$ cat src/rtl/ysyx_22050039_ctrl_pkg.sv
// Shared types and defaults for the NPC execution sequencer.
package ysyx_22050039_ctrl_pkg;

  typedef enum logic [2:0] {
    S_IDLE   = 3'd0,
    S_FETCH  = 3'd1,
    S_DECODE = 3'd2,
    S_MEM    = 3'd3,
    S_DIVW   = 3'd4,
    S_WB     = 3'd5,
    S_HALT   = 3'd6
  } ctrl_state_t;

  localparam int unsigned TIMEOUT_DEF = 255;

  // States that wait on an external handshake and are guarded by the timeout.
  function automatic logic is_wait_state(input ctrl_state_t s);
    return (s == S_FETCH) || (s == S_MEM) || (s == S_DIVW);
  endfunction

endpackage

$ cat src/rtl/ysyx_22050039_timeout_cnt.sv
// 8-bit handshake watchdog; expired marks the cycle in which the count of
// unanswered cycles reaches TIMEOUT.
module ysyx_22050039_timeout_cnt
  import ysyx_22050039_ctrl_pkg::*;
#(
  parameter int unsigned TIMEOUT = TIMEOUT_DEF
) (
  input  logic clk,
  input  logic rst,
  input  logic clr,
  input  logic en,
  output logic expired
);

  localparam logic [7:0] LIMIT = 8'(TIMEOUT);

  logic [7:0] r_cnt;
  logic [7:0] w_cnt_inc;

  assign w_cnt_inc = r_cnt + 8'd1;
  assign expired   = en & (w_cnt_inc == LIMIT);

  always_ff @(posedge clk or negedge rst) begin
    if (!rst) begin
      r_cnt <= 8'd0;
    end else if (clr) begin
      r_cnt <= 8'd0;
    end else if (en) begin
      r_cnt <= w_cnt_inc;
    end else begin
      r_cnt <= r_cnt;
    end
  end

endmodule

$ cat src/rtl/ysyx_22050039_exec_ctrl.sv
// Multi-cycle NPC sequencer: fetch, decode dispatch, memory/divider stalls,
// single-cycle write-back, retire counting and sticky halt.
module ysyx_22050039_exec_ctrl
  import ysyx_22050039_ctrl_pkg::*;
#(
  parameter int unsigned XLEN    = 64,
  parameter int unsigned TIMEOUT = TIMEOUT_DEF
) (
  input  logic            clk,
  input  logic            rst,
  input  logic            run,
  output logic            if_req,
  input  logic            if_ack,
  output logic            inst_en,
  input  logic            dec_load,
  input  logic            dec_store,
  input  logic            dec_div,
  input  logic            dec_ebreak,
  input  logic            dec_invalid,
  input  logic            dec_pc_wen,
  input  logic            dec_reg_wen,
  output logic            mem_req,
  output logic            mem_we,
  input  logic            mem_ack,
  output logic            div_start,
  input  logic            div_done,
  output logic            pc_wen,
  output logic            pc_sel,
  output logic            reg_wen,
  output logic [XLEN-1:0] instret,
  output logic            halted,
  output logic            err,
  output logic [2:0]      state
);

  ctrl_state_t     r_state;
  ctrl_state_t     w_next;
  logic            w_halt_err;
  logic            w_wait;
  logic            w_ack;
  logic            w_expired;
  logic            r_if_req;
  logic            r_mem_req;
  logic            r_div_start;
  logic            r_pc_wen;
  logic            r_halted;
  logic            r_err;
  logic [XLEN-1:0] r_instret;

  assign w_wait = is_wait_state(r_state);
  assign w_ack  = ((r_state == S_FETCH) & if_ack) |
                  ((r_state == S_MEM)   & mem_ack) |
                  ((r_state == S_DIVW)  & div_done);

  ysyx_22050039_timeout_cnt #(.TIMEOUT(TIMEOUT)) u_timeout (
    .clk     (clk),
    .rst     (rst),
    .clr     (~w_wait),
    .en      (w_wait & ~w_ack),
    .expired (w_expired)
  );

  always_comb begin
    w_next     = r_state;
    w_halt_err = 1'b0;
    case (r_state)
      S_IDLE: begin
        if (run) w_next = S_FETCH;
        else     w_next = S_IDLE;
      end
      S_FETCH: begin
        if (if_ack) begin
          w_next = S_DECODE;
        end else if (w_expired) begin
          w_next     = S_HALT;
          w_halt_err = 1'b1;
        end else begin
          w_next = S_FETCH;
        end
      end
      S_DECODE: begin
        if (dec_invalid || (dec_load && dec_store)) begin
          w_next     = S_HALT;
          w_halt_err = 1'b1;
        end else if (dec_ebreak) begin
          w_next = S_HALT;
        end else if (dec_div) begin
          w_next = S_DIVW;
        end else if (dec_load || dec_store) begin
          w_next = S_MEM;
        end else begin
          w_next = S_WB;
        end
      end
      // An ack arriving in the expiry cycle still completes the handshake.
      S_MEM, S_DIVW: begin
        if (w_ack) begin
          w_next = S_WB;
        end else if (w_expired) begin
          w_next     = S_HALT;
          w_halt_err = 1'b1;
        end else begin
          w_next = r_state;
        end
      end
      S_WB: begin
        if (run) w_next = S_FETCH;
        else     w_next = S_IDLE;
      end
      S_HALT:  w_next = S_HALT;
      default: begin
        w_next     = S_HALT;
        w_halt_err = 1'b1;
      end
    endcase
  end

  // Strobes are registered from the next state so they line up with r_state.
  always_ff @(posedge clk or negedge rst) begin
    if (!rst) begin
      r_state     <= S_IDLE;
      r_if_req    <= 1'b0;
      r_mem_req   <= 1'b0;
      r_div_start <= 1'b0;
      r_pc_wen    <= 1'b0;
      r_halted    <= 1'b0;
      r_err       <= 1'b0;
      r_instret   <= '0;
    end else begin
      r_state     <= w_next;
      r_if_req    <= (w_next == S_FETCH);
      r_mem_req   <= (w_next == S_MEM);
      r_div_start <= (w_next == S_DIVW) && (r_state != S_DIVW);
      r_pc_wen    <= (w_next == S_WB);
      r_halted    <= (w_next == S_HALT);
      r_err       <= r_err | w_halt_err;
      if (r_state == S_WB) r_instret <= r_instret + XLEN'(1);
      else                 r_instret <= r_instret;
    end
  end

  assign if_req    = r_if_req;
  assign inst_en   = r_if_req & if_ack;
  assign mem_req   = r_mem_req;
  assign mem_we    = r_mem_req & dec_store;
  assign div_start = r_div_start;
  assign pc_wen    = r_pc_wen;
  assign pc_sel    = r_pc_wen & dec_pc_wen;
  assign reg_wen   = r_pc_wen & dec_reg_wen;
  assign instret   = r_instret;
  assign halted    = r_halted;
  assign err       = r_err;
  assign state     = r_state;

endmodule

$ cat config.mk
export PLATFORM = sky130hd
export DESIGN_NAME = ysyx_22050039_exec_ctrl
export DESIGN_NICKNAME = d
export VERILOG_FILES = /design/src/rtl/ysyx_22050039_ctrl_pkg.sv /design/src/rtl/ysyx_22050039_timeout_cnt.sv /design/src/rtl/ysyx_22050039_exec_ctrl.sv
export SDC_FILE = /design/constraint.sdc
export NUM_CORES = 1
export LEC_CHECK = 0
export BUFFER_PORTS_ARGS = -buffer_cell sky130_fd_sc_hd__buf_2
export CAP_MARGIN = 10
export CORE_MARGIN = 2
export CORE_UTILIZATION = 46
export CTS_CLUSTER_DIAMETER = 40
export CTS_CLUSTER_SIZE = 10
export DETAILED_ROUTE_END_ITERATION = 6
export MAX_ROUTING_LAYER = met4
export PLACE_DENSITY = 0.7
export RECOVER_POWER = 100
export SYNTH_ARGS = -nofsm -noshare
export SYNTH_HDL_FRONTEND = slang
export SYNTH_SLANG_ARGS = --single-unit
$ cat constraint.sdc
create_clock -name clk -period 3.8 [get_ports clk]
set_input_delay 0.76 -clock clk [delete_from_list [all_inputs] [get_ports clk]]
set_output_delay 0.76 -clock clk [all_outputs]
set_load 0.02 [all_outputs]
==> results of run 1 <==
## layout by cell type (no fill, tap or decap), types with 4 or more instances in the layout
cell type and instances:
clkbuf_1 78, o22ai_1 5, buf_2 11, nand2b_1 4, clkbuf_8 10, xor2_1 21
nand3_1 22, and4_1 4, and3_1 7, and2_1 10, xnor2_1 45, nor2b_1 6
nor3_1 13, a21oi_1 9, inv_1 16, nor4_1 5, dfrtp_1 81, nor2_1 19
nand4_1 22, nand2_1 38, o21ai_0 12
## where the power goes
group | internal (mW) | switching [mW]
Clock | 0.451 | 0.308
Combinational | 0.157 | 0.278
Sequential | 0.926 | 0.104
Total | 1.53 | 0.689
## layer usage
| metal | vias up | GRT usage |
|---|---|---|
| li1 | 1513 | - |
| met1 | 1509 | 0.260 |
| met2 | 97 | 0.306 |
| met3 | 20 | 0.0396 |
| met4 | 0 | 0.0639 |
| met5 | - | - |
## state kept, by name (all words and copies together), names as in the netlist
| name | flops |
|---|---|
| div_start | 1 |
| err | 1 |
| halted | 1 |
| if_req | 1 |
| instret | 64 |
| mem_req | 1 |
| pc_wen | 1 |
| state | 3 |
| u_timeout.r_cnt | 8 |
## Yosys cell counts (6+ instances only)
master | n | area [sq um]
nor2b_1 | 6 | 37.5
inv_1 | 16 | 60.1
nand2_1 | 37 | 139
a21oi_1 | 9 | 45.0
and3_1 | 7 | 43.8
xor2_1 | 21 | 184
dfrtp_1 | 81 | 2030
xnor2_1 | 45 | 394
nor3_1 | 13 | 65.1
o21ai_0 | 12 | 60.1
nor2_1 | 19 | 71.3
nand4_1 | 21 | 131
nand3_1 | 22 | 110
and2_1 | 13 | 81.3
## kinds of logic (layout without fill, tap and decap cells)
kind of cell / after synthesis / in the layout / share of synthesized area
xor+xnor: 66 / 66 / 0.145
compound gates: 38 / 38 / 0.0575
mux: 3 / 3 / 0.00785
fa+ha+maj: 4 / 4 / 0.0119
buf+inv: 23 / 121 / 0.0248
flops: 81 / 81 / 0.509
simple gates: 167 / 167 / 0.244
## final timing paths
path | startpoint | end | slack, ps | cells past startpoint
setup / recovery | state[0] | instret[56] | 1030 | 6
hold / removal | instret[63] | instret[63] | 490 | 1
setup reg to reg | state[0] | instret[56] | 1030 | 6
hold reg to reg | instret[63] | instret[63] | 490 | 1
max in group asynchronous | rst | instret[1] | 1690 | 1
min in group asynchronous | rst | instret[14] | 960 | 1
## cell type report
type                       count  area [sq um]  share of cell area
inverter                      16          60.1              0.0129
timing repair buffer          90           353              0.0760
clock inverter                 5           104              0.0224
tap                          105           131              0.0283
multi-input combinational    278          1830               0.394
clock buffer                  10           138              0.0296
sequential                    81          2030               0.437
## worst max-delay path: cells and delay by family (launching register included)
kind / cells / cell delay [ps]
XOR/XNOR: 1 / 170
flip-flops: 1 / 640
AND/OR/NAND/NOR: 5 / 1880
==> run metrics, run 1 <==
Core Footprint 8300 sq um; number of clock sinks 81; clock latency on the worst-skew pair 350 ps; fraction of the yosys area taken by sequential cells 0.509; PnR Total Power 2.22 mW; fraction of layout instances using a drive strength above 1 0.0708; number of cells produced by synthesis 382; class of the tightest hold or removal check reg -> reg; PwrDens 479 nW/um^2; width of the die 97.1 microns; initial cell density of the core 0.480; # H-tree levels 3; die footprint 9420 sq um; Post-CTS Setup Inserts 0; buffer type at the clock tree root clkbuf_8; finished layout cell area 4640 sq um; Seq cells post-synth 81; violations in the final reports capacitance limit, slew limit; Post-layout nets 492; # port buffers 89; met1 layer wirelength in the final routing 3980 microns; Yosys warnings 0; required time reported for the critical path endpoint 4080 ps; filler-free cell count of the finished design 585; cell with the biggest individual delay on the critical path dfrtp_1; number of hold buffers added after CTS 0; RSZ-0062 raised after global routing false; number of placed instances, taps included 570; number of distinct library cells after synthesis 45; critical path class reg -> reg; startpoint kind of the worst setup timing path register; detail-routed net length per standard cell 14.8 microns; via count of the first global-routing pass 3,061; detailed-route vias per instance 5.37; Mapped Area 3990 sq um; largest stage delay on the critical path 640 ps; number of hold-slack violations in the final timing report 0; wire length on met3 490 microns; worst clock skew on the final layout 10.2 ps; max-slew violation count 82; number of synthesized flops with an enable pin 0; clock tree from TritonCTS built; count of endpoints failing setup in the final report 0; type of element capturing the critical path register; number of vias in the routed layout 3,139; number of CTS-inserted buffers 9; Longest Clk Path Bufs 2; fmax 361 MHz; share of flip-flops with an asynchronous set or reset 1.00; post-synth net total 398; final setup TNS 0 ps; global router's overall resource usage 0.196; Fin Hold WS 490 ps; placed wire-length estimate after detailed placement 6140 microns; final worst setup slack 1030 ps; most instantiated flip-flop cell in the synthesis netlist dfrtp_1; maximum number of pins on one net before global-route repair 82; area growth from synthesis to layout 16.5%; leakage power 2.05 nW; Detail Route Antenna Nets 0; status finished, violations left; TritonRoute pass-1 iters 5; number of design rule violations left after detail routing 0; core occupancy in the finished layout 0.559; Std-Cell Rows 33; fill cell total of the finished layout 754; arrival time reported for the critical path endpoint 3050 ps; I/O pin count 90; IR drop worst, VDD 0.309 mV; GRT Residual Overflow 0; fin crit share 0.728; setup slack after placement 1280 ps; clock-pin slew of the registers on the worst-case setup and hold paths 80 ps; # Max-Cap Violations 1; wire length of the first global-routing pass 14,800 microns; Placement Cell Area 4530 sq um; Diodes inserted 0; top routing layer in use met4; gp weighted congestion 0.853; overall routed net length 8640 microns; count of instances resized after the clock tree is built 0; critical path peak fanout 17; Die H 97.1 microns; number of antenna violations at the first check in global routing 0; ordered list of cells on the worst path and3b_1 -> nand4_1 -> and2b_1 -> nand2_1 -> nor4_1 -> xor2_1; number of design-rule violations left by the first detailed-router iteration 104; Tightest Pin Transition 1960 ps; fin crit period 2770 ps; average size of a mapped cell 10.4 sq um; relative slew slack -0.309; met2 routed WL 4010 microns
No activity file was read; power rests on OpenSTA's default activity.
==> run 2: changes to the inputs <==
Clock period 3.8 ns to 2.7 ns, I/O delays scaled along.
==> run 2 against run 1 <==
Compared with the run above:
- the flow now finishes without violations
- sequential power rose by 40%
- setup slack lost 700 ps
- maximum frequency grew 17%
- clock-buffer cell count unchanged
- sequential cell count unchanged
- sequential share of layout area up 0.12 points
- first-iteration DRC count increased by 18%
- register-to-register slack worse by 700 ps
- critical endpoint unchanged
- highest routed layer unchanged
==> run metrics, run 2 (synthesized netlist as in run 1, its figures left out) <==
I/O pin count 90; initial cell density of the core 0.480; status finished, final reports clean; count of endpoints failing setup in the final report 0; fill cell total of the finished layout 775; wire length of the first global-routing pass 14,500 microns; fraction of layout instances using a drive strength above 1 0.0702; number of hold-slack violations in the final timing report 0; launch instance of the worst register-to-register path state[2]; buffer type at the clock tree root clkbuf_8; Detail Route Antenna Nets 0; Die H 97.1 microns; RSZ-0062 raised after global routing false; Worst Reg-to-Reg Cells 6; Std-Cell Rows 33; final setup TNS 0 ps; # Max-Cap Violations 0; flip-flop count of the largest register after layout 64; Post-CTS Setup Inserts 0; count of instances resized after the clock tree is built 0; detailed-route vias per instance 5.36; type of element capturing the critical path register; core occupancy in the finished layout 0.558; Placement Cell Area 4580 sq um; clock latency on the worst-skew pair 350 ps; critical path class reg -> reg; clock tree from TritonCTS built; number of placed instances, taps included 574; number of antenna violations at the first check in global routing 0; maximum number of pins on one net before global-route repair 46; Critical Path Stages 6; GRT Residual Overflow 0; placed wire-length estimate after detailed placement 6340 microns; width of the die 97.1 microns; PwrDens 649 nW/um^2; # port buffers 89; arrival time reported for the critical path endpoint 2650 ps; number of design rule violations left after detail routing 0; number of vias in the routed layout 3,155; setup slack after placement 402 ps; global router's overall resource usage 0.195; Post-layout nets 496; PnR Total Power 3.00 mW; ordered list of cells on the worst path and3b_1 -> nand4_4 -> and2b_1 -> nand2_1 -> nor4_2 -> xor2_1; category of cells accounting for the largest share of critical-path delay simple AND/OR/NAND/NOR gates; # H-tree levels 3; filler-free cell count of the finished design 589; required time reported for the critical path endpoint 2980 ps; die footprint 9420 sq um; Fin Hold WS 378 ps; gp weighted congestion 0.864; timing endpoint of the critical path instret[56]; Diodes inserted 0; number of clock sinks 81; largest stage delay on the critical path 570 ps; r2r setup slk 330 ps; final worst setup slack 330 ps; fin crit period 2370 ps; clock-pin slew of the registers on the worst-case setup and hold paths 80 ps; number of CTS-inserted buffers 9; worst clock skew on the final layout 11.0 ps; finished layout cell area 4630 sq um; max-slew violation count 0; fin crit share 0.878; number of design-rule violations left by the first detailed-router iteration 123; Reg-to-Reg End instret[56]; TritonRoute pass-1 iters 4; number of hold buffers added after CTS 0; worst setup path startpoint state[2]; IR drop worst, VDD 0.469 mV; buffering stage count on the worst path with inverters included 0; fmax 422 MHz; Core Footprint 8300 sq um; detail-routed net length per standard cell 14.6 microns; Tightest Pin Transition 1140 ps; class of the tightest hold or removal check in -> async; relative slew slack 0.237; overall routed net length 8620 microns; highest-count cells in the layout ignoring fill and taps clkbuf_1 (81), dfrtp_1 (81), xnor2_1 (45), nand2_1 (38); critical path peak fanout 15; area growth from synthesis to layout 16.2%; cell with the biggest individual delay on the critical path dfrtp_1; via count of the first global-routing pass 2,913; Longest Clk Path Bufs 2; leakage power 2.03 nW; startpoint kind of the worst setup timing path register
-- run 2: how the worst min path moves through the flow --
| stage | start | to | slack (ps) | depth (start not counted) |
|---|---|---|---|---|
| final | rst | instret[16] | 380 | 1 |
| after global routing | rst | instret[16] | 450 | 1 |
| after CTS | rst | instret[16] | 200 | 1 |
| after detailed placement | err | err | 460 | 2 |
| after global placement | instret[63] | instret[63] | 450 | 1 |
| after floorplan | rst | div_start | 240 | 0 |
-- run 2: area by class of cell --
cell class              count  area (sq um)  area share
clock buffers              10           128      0.0276
clock inverters             5          81.3      0.0176
inverters                  16          60.1      0.0130
multi-input cells         278          1820       0.394
flip-flops and latches     81          2030       0.438
well taps                 105           131      0.0284
repair buffers             94           378      0.0816
-- run 2: where the power goes --
group	switching (mW)	internal (mW)	total [mW]	leakage, nW
Combinational	0.403	0.229	0.632	0.816
Sequential	0.132	1.30	1.44	1.11
Clock	0.421	0.516	0.936	0.102
-- run 2: metal layers --
layer / vias to the layer above / track usage / wire (microns)
met2: 80 / 0.292 / 3990
met5: - / - / 0
met1: 1532 / 0.259 / 4040
met3: 14 / 0.0532 / 471
met4: 0 / 0.0628 / 114
li1: 1529 / - / -
-- run 2: worst register-to-register path, stage by stage, from the launching register on --
cell	delay [ps]
dfrtp_1	570
and3b_1	390
nand4_4	160
and2b_1	430
nand2_1	280
nor4_2	310
xor2_1	160
